==> config.mk <==
export PLATFORM = sky130hd
export DESIGN_NAME = pipe_stall_ctrl
export DESIGN_NICKNAME = d
export VERILOG_FILES = /design/src/rtl/pipe_stall_ctrl.sv
export SDC_FILE = /design/constraint.sdc
export NUM_CORES = 1
export LEC_CHECK = 0
export BUFFER_PORTS_ARGS = -buffer_cell sky130_fd_sc_hd__buf_2
export CORE_ASPECT_RATIO = 1.2
export CORE_MARGIN = 2
export CORE_UTILIZATION = 49
export CTS_BUF_LIST = sky130_fd_sc_hd__clkbuf_4 sky130_fd_sc_hd__clkbuf_8
export DETAILED_ROUTE_END_ITERATION = 16
export GPL_TIMING_DRIVEN = 1
export PLACE_DENSITY = 0.94
export SLEW_MARGIN = 20
export SYNTH_ARGS = -nofsm -noshare
export SYNTH_HDL_FRONTEND = slang
export SYNTH_SLANG_ARGS = --single-unit
export TNS_END_PERCENT = 30
==> constraint.sdc <==
create_clock -name clk -period 2.8 [get_ports clk]
set_input_delay 0.14 -clock clk [delete_from_list [all_inputs] [get_ports clk]]
set_output_delay 0.14 -clock clk [all_outputs]
set_load 0.1 [all_outputs]
==> src/rtl/pipe_stall_ctrl.sv <==
// Stall/flush sequencer for the 5-stage pipeline: load-use bubbles, divider FSM,
// per-stage hold/bubble controls. Optional perf counter under STALL_PERF_CNT_EN.
// Ports: clk, rst (sync, active-high); ID read ports id_re1/id_ra1/id_re2/id_ra2;
//   EXE info exe_wreg/exe_wa/exe_mreg/exe_div_req; divider handshake div_done/div_start;
//   controls stall[4:0] (PC,IF/ID,ID/EXE,EXE/MEM,MEM/WB), flush_idexe, flush_exemem;
//   status busy, div_err, perf_stall[CNT_W-1:0].
module pipe_stall_ctrl #(
    parameter int DIV_TIMEOUT = 40,
    parameter int CNT_W       = 16
) (
    input  logic             clk,
    input  logic             rst,
    input  logic             id_re1,
    input  logic [4:0]       id_ra1,
    input  logic             id_re2,
    input  logic [4:0]       id_ra2,
    input  logic             exe_wreg,
    input  logic [4:0]       exe_wa,
    input  logic             exe_mreg,
    input  logic             exe_div_req,
    input  logic             div_done,
    output logic             div_start,
    output logic [4:0]       stall,
    output logic             flush_idexe,
    output logic             flush_exemem,
    output logic             busy,
    output logic             div_err,
    output logic [CNT_W-1:0] perf_stall
);

    typedef enum logic [1:0] {
        S_IDLE,
        S_START,
        S_WAIT,
        S_DONE
    } state_t;

    // Hold PC, IF/ID and ID/EXE; bubble into EXE/MEM while the divider runs.
    localparam logic [4:0] HOLD_DIV  = 5'b00111;
    localparam logic [4:0] HOLD_LOAD = 5'b00011;
    localparam logic [7:0] CNT_LAST  = 8'(DIV_TIMEOUT - 1);

    state_t     state, state_nxt;
    logic [7:0] wait_cnt, wait_cnt_nxt;
    logic       load_use;

    assign load_use = exe_mreg & exe_wreg & (exe_wa != 5'd0) &
                      ((id_re1 & (id_ra1 == exe_wa)) |
                       (id_re2 & (id_ra2 == exe_wa)));

    always_ff @(posedge clk) begin
        if (rst) begin
            state    <= S_IDLE;
            wait_cnt <= 8'd0;
        end else begin
            state    <= state_nxt;
            wait_cnt <= wait_cnt_nxt;
        end
    end

    always_comb begin
        state_nxt    = state;
        wait_cnt_nxt = wait_cnt;
        div_start    = 1'b0;
        stall        = 5'b00000;
        flush_idexe  = 1'b0;
        flush_exemem = 1'b0;
        busy         = 1'b0;
        div_err      = 1'b0;
        unique case (state)
            S_IDLE: begin
                wait_cnt_nxt = 8'd0;
                if (exe_div_req) begin
                    state_nxt    = S_START;
                    stall        = HOLD_DIV;
                    flush_exemem = 1'b1;
                end else if (load_use) begin
                    stall       = HOLD_LOAD;
                    flush_idexe = 1'b1;
                end
            end
            S_START: begin
                busy         = 1'b1;
                div_start    = 1'b1;
                stall        = HOLD_DIV;
                flush_exemem = 1'b1;
                wait_cnt_nxt = 8'd0;
                state_nxt    = div_done ? S_DONE : S_WAIT;
            end
            S_WAIT: begin
                busy         = 1'b1;
                stall        = HOLD_DIV;
                flush_exemem = 1'b1;
                wait_cnt_nxt = wait_cnt + 8'd1;
                // A done arriving on the last allowed cycle is still a success.
                if (div_done) begin
                    state_nxt = S_DONE;
                end else if (wait_cnt >= CNT_LAST) begin
                    div_err   = 1'b1;
                    state_nxt = S_DONE;
                end
            end
            S_DONE: begin
                // The DIV itself is still in EXE; its request is not a new one.
                busy      = 1'b1;
                state_nxt = S_IDLE;
            end
            default: begin
                state_nxt = S_IDLE;
            end
        endcase
        // Nothing is launched or held while reset is asserted.
        if (rst) begin
            div_start    = 1'b0;
            stall        = 5'b00000;
            flush_idexe  = 1'b0;
            flush_exemem = 1'b0;
            busy         = 1'b0;
            div_err      = 1'b0;
        end
    end

`ifdef STALL_PERF_CNT_EN
    logic [CNT_W-1:0] perf_q;

    always_ff @(posedge clk) begin
        if (rst) begin
            perf_q <= '0;
        end else if ((stall != 5'b00000) && (perf_q != {CNT_W{1'b1}})) begin
            perf_q <= perf_q + 1'b1;
        end
    end

    assign perf_stall = perf_q;
`else
    assign perf_stall = '0;
`endif

endmodule

## Word level (Yosys, flattened, before mapping)

Index checks and enable logic that the tools add are counted.

- Flip-flop bits (word level): 10
- Input bits: 23
- Output and inout bits: 26
- Word-level logic and storage cells: 49

- Add/subtract/negate cells: 1
- Magnitude comparators: 1
- Equal/unequal tests: 7
- Mux-type cells: 25
- Bitwise logic cells: 6
- Reductions and logical operators: 7

Operators with widths:

| operator | number |
|---|---|
| one-hot mux 8 bit (2 select lines) | 1 |
| two-way mux 1 bit | 15 |
| == test 5 bit | 2 |
| adder 8 x 1 -> 8 bit, second input constant | 1 |
| greater-or-equal comparator 8 x 6 -> 1 bit, second input constant | 1 |
| two-way mux 2 bit | 4 |
| one-hot mux 2 bit (4 select lines) | 1 |
| one-hot mux 3 bit (2 select lines) | 1 |
| bitwise AND 1 bit | 5 |
| two-way mux 5 bit | 1 |
| nonzero test 5 bit | 1 |
| == test 2 bit, second input constant | 2 |
| OR reduction 2 bit | 2 |
| two-way mux 3 bit | 1 |
| != test 3 bit, second input constant | 1 |
| OR reduction 3 bit | 1 |
| == test 2 x 1 -> 1 bit, second input constant | 1 |
| logical NOT 2 bit | 1 |
| != test 2 bit, second input constant | 1 |
| one-hot mux 1 bit (2 select lines) | 1 |
| AND reduction 2 bit | 1 |
| nonzero test 2 bit | 1 |
| bitwise OR 1 bit | 1 |

## Logic depth before layout (Yosys ltp)

Gate-level depths: netlist (run 1).

- Word-level depth: 8
- Mapped depth: 6
- Gate-level depth less buffers: 6

## Worst setup path before layout (run 1)

Ideal clock, no wire load.

- Path kind: flip-flop to output port
- Start point: register state[0]
- End point: output stall[1]
- Data arrival time: 2.741 ns
- Required time: 2.660 ns
- Path slack: -0.081 ns
- Cell stages (with the launch flop): 5
- Buffers on the path: 1
- Cells stage by stage: dfxtp_1 -> ha_1 -> or2_2 -> o31ai_2 -> buf_4

- Cells in the longest elaborated chain, start to end: 4
- Elaborated cells on any way between the ends: 6
- Those cells by class: 2 x eq/ne; 2 x mux; 2 x reduce/logical

Ends and longest elaborated chain:

| item | RTL line | RTL |
|---|---|---|
| start, declared | 43 | `state_t state, state_nxt;` |
| start signal, assigned | 56 | `state <= state_nxt;` |
| == test 2 bit / == test 2 x 1 -> 1 bit (equally long branches) | 70 | `unique case (state)` |
| OR reduction 2 bit (no line) | n/a |  |
| one-hot mux 3 bit (2 select lines) * | 70 |  |
| two-way mux 5 bit * | 113 | `if (rst) begin` |
| end, declared | 23 | `output logic [4:0] stall,` |

Mark *: on every way between the ends. The rest lies on a longest branch, timed or not.

## Worst setup path in the final report (run 1)

- Start point: register state[0]
- End point: output stall[0]

The elaborated chain is that of the path after synthesis.

==> reports/results.tsv, run 1 <==
stage	metric	value	unit
power_and_ir_drop	power	0.852	mW
finish	n_antenna_cell	0	
cts	cts_resized	0	
finish	seq_area	200	um^2
placement	dpl_cell_area	1010	um^2
worst_setup_path	crit_arrival	2.00	ns
cts	cts_root_buf	clkbuf_4	
detailed_routing	first_iter_violations	6	
worst_setup_path	critPathMaxStageDelay	0.46	ns
yosys	synth_warnings	0	
sta	rsz0062_at_grt	false	
worst_setup_path	start_kind	flop	
cts	cts_tree	done	
placement	pre_cts_ws	0.945	ns
finish	fin_cells	157	
sta	period_share	0.765	
cts	clkTransAtPathRegs	0.06	ns
yosys	async_flop_share	0	
yosys	syn_area	911	um^2
yosys	ys_dominant_reg_cell	dfxtp_1	
yosys	synth_edf_count	0	
placement	portBuffers	30	
grt	grt_overflow	0	
placement	gp_congestion	0.801	
finish	multiInputGateArea	611	um^2
finish	syn_to_final_growth	14.6	%
power_and_ir_drop	p_leak	0.516	nW
cts	cts_hold_buf	0	
placement	dp_hpwl	1540	um
cts	clock_latency	0.26	ns
yosys	synth_cell_types	30	
finish	fillers	171	
cts	cts_sinks	10	
detailed_routing	post-route-drc-count	0	
worst_setup_path	critical_path.cell_chain	inv_1, ha_1, a21oi_1, or2_2, o31ai_4, buf_2	
floorplanning	io-pin-count	49	
floorplanning	coreArea	1790	um^2
sta	fin_ws	0.657	ns
floorplanning	die_h	51.2	um
sta	fmax	467	MHz
grt	antenna_found_initial	0	
placement	dp.cells	153	
worst_setup_path	crit_fanout	5	
finish	nNetsFinal	169	
flow_run	max_cap_violations	0	
yosys	synthCells	107	
yosys	yosysSeqAreaShare	0.220	
sta	worst_pin_slew	0.533	ns
floorplanning	die_area	2220	um^2
floorplanning	num_rows	17	
cts	cts_buffers	3	
worst_setup_path	critPathRequiredTime	2.66	ns
sta	hold_viol	0	
cts	cts.path.max_buffers	2	
sta	min_period	2.14	ns
grt	grt_max_degree	10	
sta	skew	0.00932	ns
detailed_routing	via_count	767	
hold_path	hp-class	input pin to flop	
finish	final_layout_size_suffix_gt1_frac	0.297	
worst_setup_path	reg2reg_slack	1.24	ns
floorplanning	die_x	43.4	um
detailed_routing	vias_per_cell	4.89	
floorplanning	initial_core_util	0.510	
outcome	status	finished clean	
detailed_routing	drt_pass1_iterations	4	
worst_setup_path	end_kind	primary output	
worst_setup_path	cp_top_family	buffers and inverters	
worst_setup_path	crit_buf_inv	2	
worst_setup_path	slowest_stage	buf_2	
sta	fin_tns_setup	0	ns
yosys	synth.avg_cell_area	8.51	um^2
grt	grt_usage	0.176	
detailed_routing	wl_per_cell	12.0	um
sta	setup_viol	0	
grt	grt_pass1_wl	2980	um
worst_setup_path	critPathKind	flop to primary output	
cts	post_cts_buffers	0	
yosys	ys_ff_latch	10	
finish	stdcell_area	1040	um^2
detailed_routing	ant_nets	0	
power_and_ir_drop	peakVddDrop	0.577	mV
sta	slew_violations	0	
sta	max-slew-margin-rel	0.644	
grt	grt_pass1_vias	759	
detailed_routing	wl	1880	um
cts	h-tree-depth	1	
power_and_ir_drop	p_per_area	816	nW/um^2
[metal layers]
metal	wire, um	global-route usage	vias to the layer above
met5	0	0	-
met4	21	0.0707	0
met3	173	0.0389	4
met2	1050	0.366	37
met1	638	0.153	343
li1	-	-	383
[kinds of logic after synthesis]
kind of cell / Yosys count / synth area share
muxes: 2 / 0.0220
AOI/OAI and AO/OA: 12 / 0.106
buffers and inverters: 26 / 0.190
adders and majority gates: 7 / 0.0961
other: 1 / 0.00412
and+or+nand+nor: 32 / 0.199
DFF: 10 / 0.220
xor gates and xnor gates: 17 / 0.163
[per-stage QoR]
| step | hold WS (ns) | util |
|---|---|---|
| floorplan | 0.213 | - |
| finish | 0.193 | 0.584 |
| CTS | 0.181 | 0.584 |
| detailed placement | 0.457 | 0.564 |
| global route | 0.189 | 0.584 |
| global placement | 0.434 | 0.564 |
[cells in the mapped netlist, drive strengths merged, types with 3 or more instances]
cell type   n  area, um^2
nor2       12        45.0
a21oi       3        15.0
buf        20         150
xnor2       5        43.8
xor2       12         105
inv         6        22.5
nand3       4        20.0
a211oi      3        27.5
dfxtp      10         200
ha          7        87.6
nor4        3        31.3
[area by class of cell]
class                      count  share of cell area
multi-input combinational     88               0.585
sequential                    10               0.192
timing repair buffer          30               0.144
clock buffer                   4              0.0348
tap                           19              0.0228
inverter                       6              0.0216
[power breakdown]
part           internal [mW]  switching (mW)  total [mW]  leakage [nW]
Clock                 0.0788          0.0497       0.129        0.0210
Combinational          0.106           0.441       0.547         0.414
Sequential             0.157          0.0188       0.176        0.0811
Total                  0.342           0.510       0.852         0.516
[cells in the final DEF, fill, tap and decap left out, types with 2 or more instances in the layout]
cell type  count
xnor2_1        5
dfxtp_1       10
nand2b_1       2
nor4_2         2
nor2b_1        2
inv_1          6
a21oi_1        3
nand3_1        4
buf_2         30
ha_1           7
a211oi_1       2
mux2i_1        2
nor2_1        12
conb_1        18
xor2_1        12
clkbuf_4       3
or2_2          2
and4b_1        2
[registers in the layout (all words and copies together), names as in the netlist]
name / cells
wait_cnt: 8
state: 2
[worst reg2reg max path, cell delays in order (launching register included)]
cell       delay (ns)
dfxtp_1          0.33
ha_1             0.23
a211oi_2         0.25
o2111ai_1        0.16
a21boi_2         0.21
a211oi_1         0.28
[path summary, 6_finish.rpt]
| path | depth (start not counted) | to | from |
|---|---|---|---|
| worst max-delay path | 6 | stall[0] | state[0] |
| worst min-delay path | 2 | state[0] | rst |
| worst max register to register | 5 | state[0] | wait_cnt[0] |
| worst min register to register | 2 | wait_cnt[7] | wait_cnt[7] |
Note: power is estimated with default switching activity, not from simulation.
==> inputs of run 2 (changes only) <==
--- a/config.mk
+++ b/config.mk
@@ -8,11 +8,11 @@
 export BUFFER_PORTS_ARGS = -buffer_cell sky130_fd_sc_hd__buf_2
 export CORE_ASPECT_RATIO = 1.2
 export CORE_MARGIN = 2
-export CORE_UTILIZATION = 49
+export CORE_UTILIZATION = 41
 export CTS_BUF_LIST = sky130_fd_sc_hd__clkbuf_4 sky130_fd_sc_hd__clkbuf_8
 export DETAILED_ROUTE_END_ITERATION = 16
 export GPL_TIMING_DRIVEN = 1
-export PLACE_DENSITY = 0.94
+export PLACE_DENSITY = 0.85
 export SLEW_MARGIN = 20
 export SYNTH_ARGS = -nofsm -noshare
 export SYNTH_HDL_FRONTEND = slang
==> constraint.sdc (replaced) <==
create_clock -name clk -period 1.7 [get_ports clk]
set_input_delay 0.085 -clock clk [delete_from_list [all_inputs] [get_ports clk]]
set_output_delay 0.085 -clock clk [all_outputs]
set_load 0.1 [all_outputs]
==> reports/results.tsv, run 2 (synthesized netlist as in run 1, its figures left out) <==
stage	metric	value	unit	change
outcome	status	finished clean		
sta	slew_violations	0		unchanged
placement	portBuffers	30		unchanged
cts	cts_hold_buf	0		unchanged
floorplanning	die_area	2620	um^2	+18%
floorplanning	io-pin-count	49		unchanged
sta	max-slew-margin-rel	0.654		+0.0106
grt	antenna_found_initial	0		unchanged
cts	clkTransAtPathRegs	0.06	ns	about the same
finish	n_antenna_cell	0		unchanged
finish	top_regs	wait_cnt: 8 flops, state: 2 flops		
sta	skew	0.00146	ns	-0.00786 ns
floorplanning	coreArea	2070	um^2	+16%
sta	period_share	0.984		
worst_setup_path	critPathKind	flop to primary output		
worst_setup_path	end_kind	primary output		
detailed_routing	wl	2010	um	+7.1%
detailed_routing	post-route-drc-count	0		unchanged
flow_run	max_cap_violations	0		unchanged
cts	clock_latency	0.26	ns	about the same
grt	grt_max_degree	10		unchanged
cts	cts.path.max_buffers	2		unchanged
placement	dp_hpwl	1550	um	+1.1%
power_and_ir_drop	peakVddDrop	0.984	mV	+70%
hold_path	hp-class	input pin to flop		
cts	h-tree-depth	1		unchanged
sta	setup_viol	0		unchanged
finish	nNetsFinal	177		+4.7%
floorplanning	die_x	47.0	um	+8.5%
detailed_routing	wl_per_cell	11.5	um	-3.9%
worst_setup_path	crit_fanout	4		-1
finish	final_layout_size_suffix_gt1_frac	0.379		+0.0822
sta	worst_pin_slew	0.519	ns	-0.0148 ns
sta	rsz0062_at_grt	true		
floorplanning	initial_core_util	0.440		-0.0702
placement	pre_cts_ws	0.114	ns	-0.831 ns
sta	fin_tns_setup	0	ns	unchanged
cts	cts_root_buf	clkbuf_4		
sta	min_period	1.67	ns	
detailed_routing	ant_nets	0		unchanged
detailed_routing	first_iter_violations	13		+7
finish	syn_to_final_growth	37.4	%	
cts	cts_sinks	10		unchanged
finish	largest_reg_flops	8		unchanged
sta	fmax	598	MHz	
cts	cts_tree	done		
worst_setup_path	start_kind	flop		
detailed_routing	drt_pass1_iterations	4		unchanged
worst_setup_path	crit_arrival	1.59	ns	-0.41 ns
sta	hold_viol	0		unchanged
power_and_ir_drop	p_per_area	1320	nW/um^2	+61%
finish	final_common_cell	buf_2		
floorplanning	num_rows	18		+1
finish	final_cell_mix	buf_2 (23), conb_1 (18), xor2_1 (12), nor2_1 (12)		
detailed_routing	vias_per_cell	4.67		-4.4%
detailed_routing	via_count	817		+6.5%
sta	whs	0.145	ns	-0.0479 ns
grt	grt_usage	0.152		-0.0240
grt	grt_pass1_wl	2880	um	-3.2%
cts	cts_buffers	3		unchanged
sta	fin_ws	0.0264	ns	-0.631 ns
floorplanning	die_h	55.6	um	+8.6%
worst_setup_path	critPathRequiredTime	1.62	ns	-1.04 ns
grt	grt_overflow	0		unchanged
grt	grt_pass1_vias	742		-2.2%
power_and_ir_drop	p_leak	0.566	nW	+9.6%
placement	gp_congestion	0.777		-3.0%
finish	regMostFlops	wait_cnt		
[run 2: worst max-delay path, stage by stage (launching register included)]
cell     delay (ns)
dfxtp_4        0.37
ha_4           0.15
or2_4          0.23
or2_4          0.26
o31ai_4        0.09
buf_12         0.22
[run 2: area by class of cell]
class                           instances  area [um^2]
Timing Repair Buffer                   38          303
Fill cell                             204          821
Tap cell                               30         37.5
Multi-Input combinational cell         88          649
Inverter                                6         31.3
Sequential cell                        10          208
Clock buffer                            3         22.5
[run 2: path summary, 6_finish.rpt]
| path | from | endpoint | slack (ns) | cells after the start |
|---|---|---|---|---|
| setup / recovery | state[0] | stall[1] | 0.03 | 5 |
| hold / removal | rst | state[0] | 0.14 | 2 |
| setup reg to reg | state[1] | wait_cnt[5] | 0.18 | 6 |
| hold reg to reg | wait_cnt[7] | wait_cnt[7] | 0.53 | 2 |
[run 2: layer usage]
metal | vias to the layer above | track usage | share of wire
met1 | 372 | 0.142 | 0.35
met2 | 42 | 0.274 | 0.52
li1 | 396 | - | -
met4 | 0 | 0.103 | 0.033
met3 | 7 | 0.0260 | 0.11
met5 | - | 0 | 0
[run 2: stage by stage]
step	total power, mW	area (um^2)	util	cells
finish	1.65	1250	0.604	175
global route	1.72	1250	0.604	175
CTS	1.64	1250	0.601	175
detailed placement	1.38	1150	0.553	165
global placement	1.36	1150	0.553	165
floorplan	1.19	1020	-	124
[run 2: report_power, final]
part / leakage (nW) / internal (mW) / switching [mW]
logic: 0.469 / 0.390 / 0.795
clock network: 0.0138 / 0.0814 / 0.0741
registers: 0.0823 / 0.269 / 0.0395
total: 0.566 / 0.740 / 0.908
[run 2: repair_timing]
item | CTS | global route
buffers inserted | 7 | 0
pin swaps | 6 | 5
cloned | 0 | 0
resized for setup | 7 | 2
setup endpoints to repair | 4 | 7
